[src/rtl/prefetch_queue_8088.sv]
// 8088-style instruction prefetch queue: a 4-byte code FIFO that fetches one byte
// per bus cycle from CS:IP and hands the two oldest bytes to the decoder.
module prefetch_queue_8088 (
  input  logic        clk,
  input  logic        reset,
  input  logic [15:0] cs,
  input  logic        flush,
  input  logic [15:0] new_ip,
  output logic        bus_req,
  output logic [19:0] bus_addr,
  input  logic        bus_ack,
  input  logic [7:0]  bus_data,
  input  logic [1:0]  consume,
  output logic [2:0]  q_count,
  output logic [7:0]  q_byte0,
  output logic [7:0]  q_byte1,
  output logic [15:0] ip_out
);

  typedef enum logic {
    IDLE,
    REQ
  } fetch_state_t;

  fetch_state_t state, state_next;

  logic [7:0]  mem [4];
  logic [1:0]  rd_ptr;
  logic [1:0]  wr_ptr;
  logic [2:0]  count;
  logic [2:0]  count_next;
  logic [15:0] fetch_ip;
  logic [15:0] ip_reg;
  logic [2:0]  pop_n;
  logic        push;

  // A request for more bytes than are held (or the reserved code 3) pops nothing.
  always_comb begin
    pop_n = '0;
    if (consume != 2'd3 && {1'b0, consume} <= count)
      pop_n = {1'b0, consume};
  end

  assign push       = (state == REQ) && bus_ack && !flush && (count != 3'd4);
  assign count_next = count + {2'b00, push} - pop_n;

  always_comb begin
    state_next = state;
    if (flush) begin
      state_next = IDLE;
    end else begin
      case (state)
        IDLE: if (count < 3'd4) state_next = REQ;
        REQ:  if (bus_ack) state_next = (count_next < 3'd4) ? REQ : IDLE;
        default: state_next = IDLE;
      endcase
    end
  end

  always_ff @(posedge clk or negedge reset) begin
    if (!reset) begin
      state    <= IDLE;
      rd_ptr   <= '0;
      wr_ptr   <= '0;
      count    <= '0;
      fetch_ip <= '0;
      ip_reg   <= '0;
      for (int unsigned i = 0; i < 4; i++)
        mem[i] <= '0;
    end else if (flush) begin
      state    <= IDLE;
      rd_ptr   <= '0;
      wr_ptr   <= '0;
      count    <= '0;
      fetch_ip <= new_ip;
      ip_reg   <= new_ip;
    end else begin
      state  <= state_next;
      count  <= count_next;
      rd_ptr <= rd_ptr + pop_n[1:0];
      ip_reg <= ip_reg + {13'd0, pop_n};
      if (push) begin
        mem[wr_ptr] <= bus_data;
        wr_ptr      <= wr_ptr + 2'd1;
        fetch_ip    <= fetch_ip + 16'd1;
      end
    end
  end

  // Segment carry above bit 19 falls off, giving the real-mode 1MB wrap.
  assign bus_addr = {cs, 4'h0} + {4'h0, fetch_ip};
  assign bus_req  = (state == REQ);
  assign q_count  = count;
  assign q_byte0  = (count != 3'd0) ? mem[rd_ptr] : 8'h00;
  assign q_byte1  = (count >= 3'd2) ? mem[rd_ptr + 2'd1] : 8'h00;
  assign ip_out   = ip_reg;

endmodule

[config.mk]
export PLATFORM = sky130hd
export DESIGN_NAME = prefetch_queue_8088
export DESIGN_NICKNAME = d
export VERILOG_FILES = /design/src/rtl/prefetch_queue_8088.sv
export SDC_FILE = /design/constraint.sdc
export NUM_CORES = 1
export LEC_CHECK = 0
export ABC_AREA = 1
export ABC_CLOCK_PERIOD_IN_PS = 3100
export CAP_MARGIN = 20
export CORE_UTILIZATION = 53
export DETAILED_ROUTE_END_ITERATION = 6
export HOLD_SLACK_MARGIN = 0.15
export PLACE_DENSITY = 0.83
export SETUP_SLACK_MARGIN = 0.5
export SLEW_MARGIN = 30
export SYNTH_ARGS = -nofsm -noshare
export SYNTH_HDL_FRONTEND = slang
export SYNTH_SLANG_ARGS = --single-unit
[constraint.sdc]
create_clock -name clk -period 3.1 [get_ports clk]
set_input_delay 0.31 -clock clk [delete_from_list [all_inputs] [get_ports clk]]
set_output_delay 0.31 -clock clk [all_outputs]
set_load 0.005 [all_outputs]
==> out/metrics.csv, run 1 <==
metric,value,unit
Critical R2R Capture,bus_req$_DFF_PN0_,
synthesized area per cell,7.287,um^2
max cap viols,0,
Register-to-Register Path Depth,17,
Min Hold Slack,0.4994,ns
Worst Hold Class,reg2reg,
CTS Buffer Depth,2,
number of synthesized flops with an enable pin,0,
"Top FF cell, synth",dfrtp_1,
leakage power,3.229,nW
Post-Synthesis Cells,698,
arrival time of the worst setup path,2.47,ns
"count leader, synth",nand2_1,
vias in the first global route,5117,
Crit Path Max Fanout,4,
Clock H-tree levels,3,
die height,99.96,um
dominant cell type by area after synthesis,dfrtp_1,
CTS Sinks,72,
Netlist cell types,41,
I/O pin cnt,102,
Hold Path Depth,2,
Non-Filler Instances,967,
HPWL after DPL,10240,um
Critical Path Start Type,register,
Yosys Warn Count,0,
largest net degree at the start of global routing,36,
Worst EP required,2.79,ns
FP Rows,35,
Achievable Freq,359.7,MHz
Clock Tree Root,clkbuf_8,
worst rel slew slack,43.06,%
core outline area,9284,um^2
placed cell count,916,
status,completed,
CP Capture Type,output port,
crit share post-route,89.68,%
asr flop ratio synth,100.0,%
pwr dens,654.4,nW/um^2
drt via density,5.673,
Max Slew Vio Count,0,
initial antenna violation count,0,
cts bufs inserted,9,
n_diodes,0,
Initial Utilization,54.78,%
sequential share of the synthesized area,35.42,%
fin nets,907,
final-report hold violation count,0,
Wirelength per Cell,16.55,um
DRT iter0 DRCs,353,
syn_nets,772,
share of layout cells above drive strength 1,21.12,%
cell area after synthesis,5086,um^2
"Reg clk slew, reported paths",0.08,ns
die area,9992,um^2
"setup slack, reg-to-reg",0.46,ns
synth cell count leaders,"202 x nand2_1, 86 x inv_1, 72 x dfrtp_1",
Min-Delay Endpoint,mem[4]$_DFFE_PN0P_,
CTS tree,built,
launching point of the worst reg2reg path,q_count[1]$_DFF_PN0_,
global-route wire length before repair,23730,um
post-route cell area,7004,um^2
Total GRT Usage,30.11,%
gp weighted congestion,0.9522,
min cycle time layout,2.780,ns
via count,5486,
register bit total from synthesis,72,
unrepaired setup endpoints after global routing,yes,
final wirelength,16000,um
TritonRoute pass-1 iters,5,
critical path class,reg2out,
synth top area cells,"dfrtp_1 35%, nand2_1 15%, inv_1 6.3%, ha_1 6.2%, nor2_1 4.7%",
post-route ant nets,0,
I/O Buffers,101,
Layout area overhead,37.71,%
total grt overflow,0,
Final TNS setup,0,ns
worst skew pair latency,0.36,ns
Slew @ Worst Pin,0.8541,ns
VDD IR max,0.0002990,V
area post-placement,6155,um^2
fill count,655,
# setup viols final,0,
DRC Markers,0,
die width,99.96,um
Clock Skews,0.008080,ns
hold_sp,mem[4]$_DFFE_PN0P_,
post-synth top area share,35.42,%
-- layout by cell type (no fill, tap or decap), types with 7 or more instances in the layout --
master,synthesis,final
a21oi_1,33,27
a31oi_1,7,7
buf_4,6,40
clkbuf_8,0,10
clkdlybuf4s50_1,0,90
dfrtp_1,72,60
dfrtp_2,0,11
ha_1,25,10
ha_4,0,13
inv_1,86,77
inv_2,4,12
nand2_1,202,191
nand2_2,9,19
nand3_1,29,25
nor2_1,64,59
nor2_2,5,7
o211ai_1,14,14
o21ai_0,34,27
o21ai_1,23,26
o21ai_2,16,20
xor2_1,13,11
-- metrics by stage --
| step | setup slack (ns) | total power, mW | util (%) |
|---|---|---|---|
| 6_report | 0.3200 | 4.584 | 75.44 |
| 5_1_grt | 0.2949 | 4.863 | 75.44 |
| 4_1_cts | 0.3208 | 4.273 | 71.73 |
| 3_5_place_dp | -0.02322 | 3.353 | 66.29 |
| 3_3_place_gp | 0.08190 | 3.272 | 66.29 |
| 2_1_floorplan | 0.5332 | 2.513 | - |
-- critical path: stages, from the launching register on --
cell             delay [ns]
dfrtp_2                0.46
ha_4                   0.30
nand2_1                0.10
nor2_1                 0.22
nand2_1                0.17
nand3_4                0.13
nand2_2                0.06
nand2_1                0.05
nand2_1                0.04
nand2_1                0.07
clkdlybuf4s50_1        0.50
-- kinds of logic (layout without fill, tap and decap cells) --
kind of cell / after synthesis / after routing / synth area share [%]
compound gates: 141 / 141 / 16.58
xor+xnor: 16 / 16 / 2.755
buf+inv: 112 / 252 / 10.04
simple gates: 329 / 329 / 27.87
flops: 72 / 72 / 35.42
fa+ha+maj: 28 / 28 / 7.331
-- registers in the layout (all words and copies together) (netlist names) --
| name | count |
|---|---|
| mem | 32 |
| fetch_ip | 16 |
| ip_out | 16 |
| q_count | 3 |
| rd_ptr | 2 |
| wr_ptr | 2 |
| bus_req | 1 |
-- worst max-delay path by stage --
| stage | cells after the start | start | end | slack [ns] |
|---|---|---|---|---|
| finish | 10 | fetch_ip[10]$_DFFE_PN0P_ | bus_addr[13] | 0.32 |
| global route | 17 | q_count[1]$_DFF_PN0_ | bus_req$_DFF_PN0_ | 0.29 |
| CTS | 12 | cs[0] | bus_addr[18] | 0.32 |
| detailed placement | 17 | consume[1] | ip_out[14]$_DFF_PN0_ | -0.02 |
| global placement | 17 | consume[1] | ip_out[14]$_DFF_PN0_ | 0.08 |
| floorplan | 17 | q_count[1]$_DFF_PN0_ | ip_out[14]$_DFF_PN0_ | 0.53 |
-- cell type report --
cell class                 instances  area (um^2)  share of cell area, %
tap                              129        161.4                  2.304
timing repair buffer             145         1358                  19.38
sequential                        72         1819                  25.97
inverter                          91        347.8                  4.966
clock buffer                      10        137.6                  1.965
multi-input combinational        514         3113                  44.44
clock inverter                     6        67.56                 0.9646
-- where the power goes --
group | switching (mW) | total (mW) | internal [mW] | leakage, nW
Sequential | 0.267 | 1.44 | 1.17 | 0.905
Combinational | 1.22 | 2.36 | 1.15 | 2.22
Clock | 0.389 | 0.786 | 0.396 | 0.0989
-- repair_timing --
action,4_1_cts,5_1_grt
endpoints found under the hold margin,33,0
hold buffers,1,0
buffers inserted,11,23
pin swaps,13,29
resized for setup,47,58
setup endpoints to repair,32,38
-- metal layers --
| layer | GRT usage (%) | part of all wire [%] | vias up | routed length [um] |
|---|---|---|---|---|
| met3 | 3.900 | 7.9 | 72 | 1262 |
| met1 | 39.01 | 40 | 2563 | 6362 |
| li1 | - | - | 2513 | - |
| met5 | 0 | 0 | - | 0 |
| met4 | 13.91 | 4.2 | 0 | 670 |
| met2 | 50.24 | 48 | 338 | 7708 |
Note: power is estimated with default switching activity, not from simulation.
==> inputs of run 2 (changes only) <==
--- a/config.mk
+++ b/config.mk
@@ -17,3 +17,4 @@
 export SYNTH_ARGS = -nofsm -noshare
 export SYNTH_HDL_FRONTEND = slang
 export SYNTH_SLANG_ARGS = --single-unit
+export TNS_END_PERCENT = 30
==> run 2 against run 1 <==
- flip-flop and latch count unchanged
- highest routed layer unchanged
- final cell count down 1.7%
- first-iteration DRC count is 14% lower
- sequential share of layout area increased by 0.63 points
- fmax rose by 4.2%
- setup slack better by 0.11 ns
- critical path depth down 4
- register-to-register slack better by 0.09 ns
- die area unchanged
- clock skew grew 0.00096 ns
- non-clock buffer count is 16 lower
==> out/metrics.csv, run 2 (same netlist as run 1, synthesis figures left out) <==
metric,value,unit,change
status,completed,,unchanged
fin nets,891,,was 907
post-route ant nets,0,,unchanged
Register-to-Register Path Depth,16,,was 17
"setup slack, reg-to-reg",0.55,ns,was 0.46 ns
# setup viols final,0,,unchanged
max cap viols,0,,unchanged
pwr dens,647.5,nW/um^2,was 654.4 nW/um^2
core outline area,9284,um^2,unchanged
unrepaired setup endpoints after global routing,yes,,unchanged
Initial Utilization,54.78,%,unchanged
storage element area,1815,um^2,was 1819 um^2
HPWL after DPL,10240,um,unchanged
most frequent cells in the layout,"193 x nand2_1, 90 x clkdlybuf4s50_1, 80 x inv_1",,"was 191 x nand2_1, 90 x clkdlybuf4s50_1, 77 x inv_1"
Worst EP required,2.79,ns,about the same
Min Hold Slack,0.5001,ns,was 0.4994 ns
Clock Tree Root,clkbuf_8,,unchanged
CP Capture Type,output port,,unchanged
"commonest non-fill, non-tap cell in the layout",nand2_1,,unchanged
Critical R2R Capture,bus_req$_DFF_PN0_,,unchanged
Clock H-tree levels,3,,unchanged
I/O Buffers,101,,unchanged
gp weighted congestion,0.9522,,unchanged
"Reg clk slew, reported paths",0.09,ns,was 0.08 ns
Critical Path Start Type,register,,unchanged
die height,99.96,um,unchanged
Slew @ Worst Pin,0.8283,ns,was 0.8541 ns
launching point of the worst reg2reg path,q_count[1]$_DFF_PN0_,,unchanged
Achievable Freq,374.8,MHz,was 359.7 MHz
Crit Path Max Fanout,25,,was 4
die width,99.96,um,unchanged
TritonRoute pass-1 iters,6,,was 5
via count,5285,,was 5486
I/O pin cnt,102,,unchanged
Multi-input gate area,3067,um^2,was 3113 um^2
DRC Markers,0,,unchanged
Largest register FFs,32,,unchanged
drt via density,5.557,,was 5.673
CTS Buffer Depth,2,,unchanged
Max Slew Vio Count,0,,unchanged
cts bufs inserted,9,,unchanged
critical path class,reg2out,,unchanged
final wirelength,14940,um,was 16000 um
Min-Delay Endpoint,mem[4]$_DFFE_PN0P_,,unchanged
final-report hold violation count,0,,unchanged
Total GRT Usage,29.88,%,was 30.11%
total grt overflow,0,,unchanged
DRT iter0 DRCs,304,,was 353
n_diodes,0,,unchanged
fill count,702,,was 655
arrival time of the worst setup path,2.36,ns,was 2.47 ns
die area,9992,um^2,unchanged
VDD IR max,0.0003139,V,was 0.0002990 V
CTS Sinks,72,,unchanged
Reg with most FFs,mem,,unchanged
share of layout cells above drive strength 1,18.00,%,was 21.12%
FP Rows,35,,unchanged
hold_sp,mem[4]$_DFFE_PN0P_,,unchanged
leakage power,3.151,nW,was 3.229 nW
global-route wire length before repair,23530,um,was 23730 um
Non-Filler Instances,951,,was 967
vias in the first global route,5075,,was 5117
largest net degree at the start of global routing,36,,unchanged
worst rel slew slack,44.78,%,was 43.06%
initial antenna violation count,0,,unchanged
Worst Hold Class,reg2reg,,unchanged
crit share post-route,86.07,%,was 89.68%
worst skew pair latency,0.36,ns,about the same
CTS tree,built,,unchanged
placed cell count,916,,unchanged
Final TNS setup,0,ns,unchanged
Clock Skews,0.009039,ns,was 0.008080 ns
min cycle time layout,2.668,ns,was 2.780 ns
Hold Path Depth,2,,unchanged
Layout area overhead,34.19,%,was 37.71%
Wirelength per Cell,15.71,um,was 16.55 um
## run 2: per-stage QoR
step | worst slack [ns] | utilization (%) | power (mW) | area [um^2]
2_1_floorplan | 0.5332 | - | 2.513 | 5086
3_3_place_gp | 0.08190 | 66.29 | 3.272 | 6155
3_5_place_dp | -0.02322 | 66.29 | 3.353 | 6155
4_1_cts | 0.2769 | 70.82 | 4.224 | 6575
5_1_grt | 0.3230 | 73.52 | 4.714 | 6825
6_report | 0.4317 | 73.52 | 4.419 | 6825
## run 2: how the worst max path moves through the flow
stage | slack [ns] | cells past startpoint | start | endpoint
final | 0.43 | 6 | rd_ptr[0]$_DFF_PN0_ | q_byte0[0]
after global routing | 0.32 | 6 | rd_ptr[0]$_DFF_PN0_ | q_byte0[0]
after CTS | 0.28 | 12 | cs[0] | bus_addr[18]
after detailed placement | -0.02 | 17 | consume[1] | ip_out[14]$_DFF_PN0_
after global placement | 0.08 | 17 | consume[1] | ip_out[14]$_DFF_PN0_
after floorplan | 0.53 | 17 | q_count[1]$_DFF_PN0_ | ip_out[14]$_DFF_PN0_
## run 2: routing by layer
metal | vias to the layer above | wire length [um] | GRT usage, %
met5 | - | 0 | 0
met1 | 2473 | 6110 | 38.83
met4 | 0 | 479 | 13.69
met3 | 49 | 1034 | 3.830
met2 | 276 | 7312 | 49.81
li1 | 2487 | - | -
## run 2: repair_timing
action / 4_1_cts / 5_1_grt
gates cloned: 0 / 0
setup endpoints to repair: 32 / 41
setup buffers: 7 / 11
resized for setup: 31 / 54
hold buffers: 1 / 0
pin swaps: 8 / 25
hold endpoints to repair: 33 / 0
## run 2: cell type report
type	count	share of cell area (%)
sequential	72	26.60
clock inverter	6	0.9899
tap	129	2.365
inverter	91	5.041
clock buffer	10	2.016
multi-input combinational	514	44.93
timing repair buffer	129	18.06
## run 2: critical path, cell delays in order (launching register included)
cell	delay (ns)
dfrtp_1	0.60
buf_4	0.34
nor2_1	0.08
nor2_1	0.11
o21ai_0	0.10
a21oi_1	0.20
clkdlybuf4s50_1	0.56
## run 2: where the power goes
group	internal (mW)	switching (mW)
combinational	1.07	1.13
clock	0.396	0.388
sequential	1.17	0.276
==> inputs of run 3 (changes only) <==
--- a/config.mk
+++ b/config.mk
@@ -6,12 +6,13 @@
 export NUM_CORES = 1
 export LEC_CHECK = 0
 export ABC_AREA = 1
-export ABC_CLOCK_PERIOD_IN_PS = 3100
+export ABC_CLOCK_PERIOD_IN_PS = 2350
 export CAP_MARGIN = 20
-export CORE_UTILIZATION = 53
+export CORE_UTILIZATION = 48
+export CTS_CLUSTER_SIZE = 14
 export DETAILED_ROUTE_END_ITERATION = 6
 export HOLD_SLACK_MARGIN = 0.15
-export PLACE_DENSITY = 0.83
+export PLACE_DENSITY = 0.86
 export SETUP_SLACK_MARGIN = 0.5
 export SLEW_MARGIN = 30
 export SYNTH_ARGS = -nofsm -noshare
==> constraint.sdc (replaced) <==
create_clock -name clk -period 2.35 [get_ports clk]
set_input_delay 0.235 -clock clk [delete_from_list [all_inputs] [get_ports clk]]
set_output_delay 0.235 -clock clk [all_outputs]
set_load 0.005 [all_outputs]
==> run 3 against run 2 <==
- the run now ends with setup timing left
- largest power group unchanged
- first-iteration DRC count grew 23%
- sequential share of layout area shrank 2.2 points
- sequential power grew 33%
- utilization shrank 1.3 points
- count of clock-buffer cells in the layout is the same
- die area grew 10%
==> out/metrics.csv, run 3 (same netlist as run 1, synthesis figures left out) <==
metric,value,unit,change
largest net degree at the start of global routing,33,,was 36
worst rel slew slack,61.91,%,was 44.78%
cts bufs inserted,9,,unchanged
pwr dens,882.9,nW/um^2,was 647.5 nW/um^2
drt via density,5.548,,was 5.557
die width,104.9,um,was 99.96 um
failing checks,setup timing,,
fill count,729,,was 702
via count,5542,,was 5285
worst skew pair latency,0.35,ns,was 0.36 ns
post-route ant nets,0,,unchanged
uppermost routed layer,met4,,unchanged
leakage power,3.466,nW,was 3.151 nW
post-route cell area,7418,um^2,was 6825 um^2
Clock Skews,0.01081,ns,was 0.009039 ns
I/O Buffers,101,,unchanged
Final WS setup,-0.1942,ns,was 0.4317 ns
DRC Markers,0,,unchanged
Total GRT Usage,27.67,%,was 29.88%
Initial Utilization,49.49,%,was 54.78%
"commonest non-fill, non-tap cell in the layout",nand2_1,,unchanged
die height,104.9,um,was 99.96 um
most frequent cells in the layout,"177 x nand2_1, 70 x inv_1, 69 x clkdlybuf4s50_1",,"was 193 x nand2_1, 90 x clkdlybuf4s50_1, 80 x inv_1"
final wirelength,16350,um,was 14940 um
placed cell count,962,,was 916
Achievable Freq,393.1,MHz,
initial antenna violation count,0,,unchanged
crit share post-route,108.3,%,
DRT iter0 DRCs,374,,was 304
CP Capture Type,register,,was output port
FP Rows,37,,was 35
Wirelength per Cell,16.37,um,was 15.71 um
Largest register FFs,32,,unchanged
Worst EP required,2.60,ns,was 2.79 ns
Clock Tree Root,clkbuf_8,,unchanged
I/O pin cnt,102,,unchanged
Slew @ Worst Pin,0.5713,ns,was 0.8283 ns
CTS tree,built,,unchanged
unrepaired setup endpoints after global routing,yes,,unchanged
CTS Sinks,72,,unchanged
Critical Path Start Type,register,,unchanged
gp weighted congestion,0.9087,,was 0.9522
Reg with most FFs,mem,,unchanged
fin nets,933,,was 891
global-route wire length before repair,24420,um,was 23530 um
Layout area overhead,45.85,%,was 34.19%
max cap viols,0,,unchanged
vias in the first global route,5175,,was 5075
Clock H-tree levels,3,,unchanged
VDD IR max,0.0003868,V,was 0.0003139 V
# setup viols final,9,,was 0
storage element area,1813,um^2,was 1815 um^2
met3 routed WL,1201,um,was 1034 um
overall power,6.550,mW,was 4.419 mW
DP Worst Slack,-0.5685,ns,was -0.02322 ns
wire length on met1,6559,um,was 6110 um
Multi-input gate area,3393,um^2,was 3067 um^2
arrival time of the worst setup path,2.80,ns,was 2.36 ns
"Reg clk slew, reported paths",0.08,ns,was 0.09 ns
CTS Buffer Depth,2,,unchanged
Non-Filler Instances,999,,was 951
WL met2,7837,um,was 7312 um
status,"complete, but fails checks",,was completed
area post-placement,6486,um^2,was 6155 um^2
share of layout cells above drive strength 1,31.63,%,was 18.00%
Crit Path Max Fanout,4,,was 25
Worst Hold Class,in2reg,,was reg2reg
HPWL after DPL,9893,um,was 10240 um
critical path class,reg2reg,,was reg2out
Max Slew Vio Count,0,,unchanged
Min Hold Slack,0.4524,ns,was 0.5001 ns
core outline area,10280,um^2,was 9284 um^2
n_diodes,0,,unchanged
total grt overflow,0,,unchanged
final-report hold violation count,0,,unchanged
TritonRoute pass-1 iters,6,,unchanged
min cycle time layout,2.544,ns,
die area,11010,um^2,was 9992 um^2
==> run 3: cell types whose count changed in the layout (fill, tap and decap cells not counted), moves of 10 or more <==
| cell | change |
|---|---|
| buf_6 | +11 |
| nor2_1 | -11 |
| inv_1 | -10 |
| o21ai_0 | -17 |
| nand2_1 | -16 |
| clkdlybuf4s50_1 | -21 |
| buf_4 | +29 |
| o21ai_1 | +11 |
| buf_2 | +29 |
==> run 3: critical path, cell delays in order (launching register included) <==
cell and delay, ns:
dfrtp_1 0.39, inv_2 0.08, ha_4 0.21, inv_2 0.05
nor2_2 0.03, o21ai_2 0.14, o21ai_1 0.10, nor2_2 0.19
ha_2 0.22, inv_2 0.04, fa_2 0.37, inv_2 0.08
nand2_4 0.07, nor2_4 0.14, nand3_2 0.10, xor2_1 0.16
nand2_1 0.05, nand2_1 0.05
==> run 3: path summary, 6_finish.rpt <==
| check | startpoint | end | slack (ns) | cells past startpoint |
|---|---|---|---|---|
| worst max register to register | q_count[1]$_DFF_PN0_ | ip_out[14]$_DFF_PN0_ | -0.19 | 17 |
| worst min register to register | mem[7]$_DFFE_PN0P_ | mem[7]$_DFFE_PN0P_ | 0.50 | 2 |
| worst min-delay path | new_ip[3] | fetch_ip[3]$_DFFE_PN0P_ | 0.45 | 3 |
| min in group asynchronous | reset | fetch_ip[13]$_DFFE_PN0P_ | 0.47 | 2 |
| max in group asynchronous | reset | mem[4]$_DFFE_PN0P_ | 1.02 | 3 |
| worst max-delay path | q_count[1]$_DFF_PN0_ | ip_out[14]$_DFF_PN0_ | -0.19 | 17 |
==> run 3: final cells by class <==
cell class	instances	share of cell area, %
clock inverters	5	1.434
multi-input cells	514	45.74
flip-flops and latches	72	24.44
repair buffers	171	19.60
clock buffers	10	1.720
inverters	91	4.773
well taps	136	2.294
==> run 3: what timing repair did <==
| action | in CTS | in global routing |
|---|---|---|
| resized for setup | 203 | 93 |
| pin swaps | 48 | 77 |
| setup endpoints to repair | 52 | 63 |
| endpoints found under the hold margin | 23 | 0 |
| setup buffers | 16 | 5 |
| hold buffers | 1 | 0 |
==> run 3: through the flow <==
step           utilization (%)  setup TNS [ns]
2_1_floorplan                -         -0.4411
3_3_place_gp             63.11          -9.593
3_5_place_dp             63.11          -11.29
4_1_cts                  68.80         -0.6165
5_1_grt                  72.18          -3.319
6_report                 72.18         -0.9636
==> run 3: where the power goes <==
part	switching (mW)	leakage, nW	internal (mW)	total, mW
sequential	0.379	0.912	1.54	1.92
combinational	1.81	2.44	1.64	3.45
clock	0.477	0.113	0.702	1.18
==> run 3: layer usage <==
layer  global-route usage, %  vias up
met2                   45.70      303
met5                       0        -
met1                   36.15     2590
met4                   10.66        0
li1                        -     2571
met3                   4.866       78
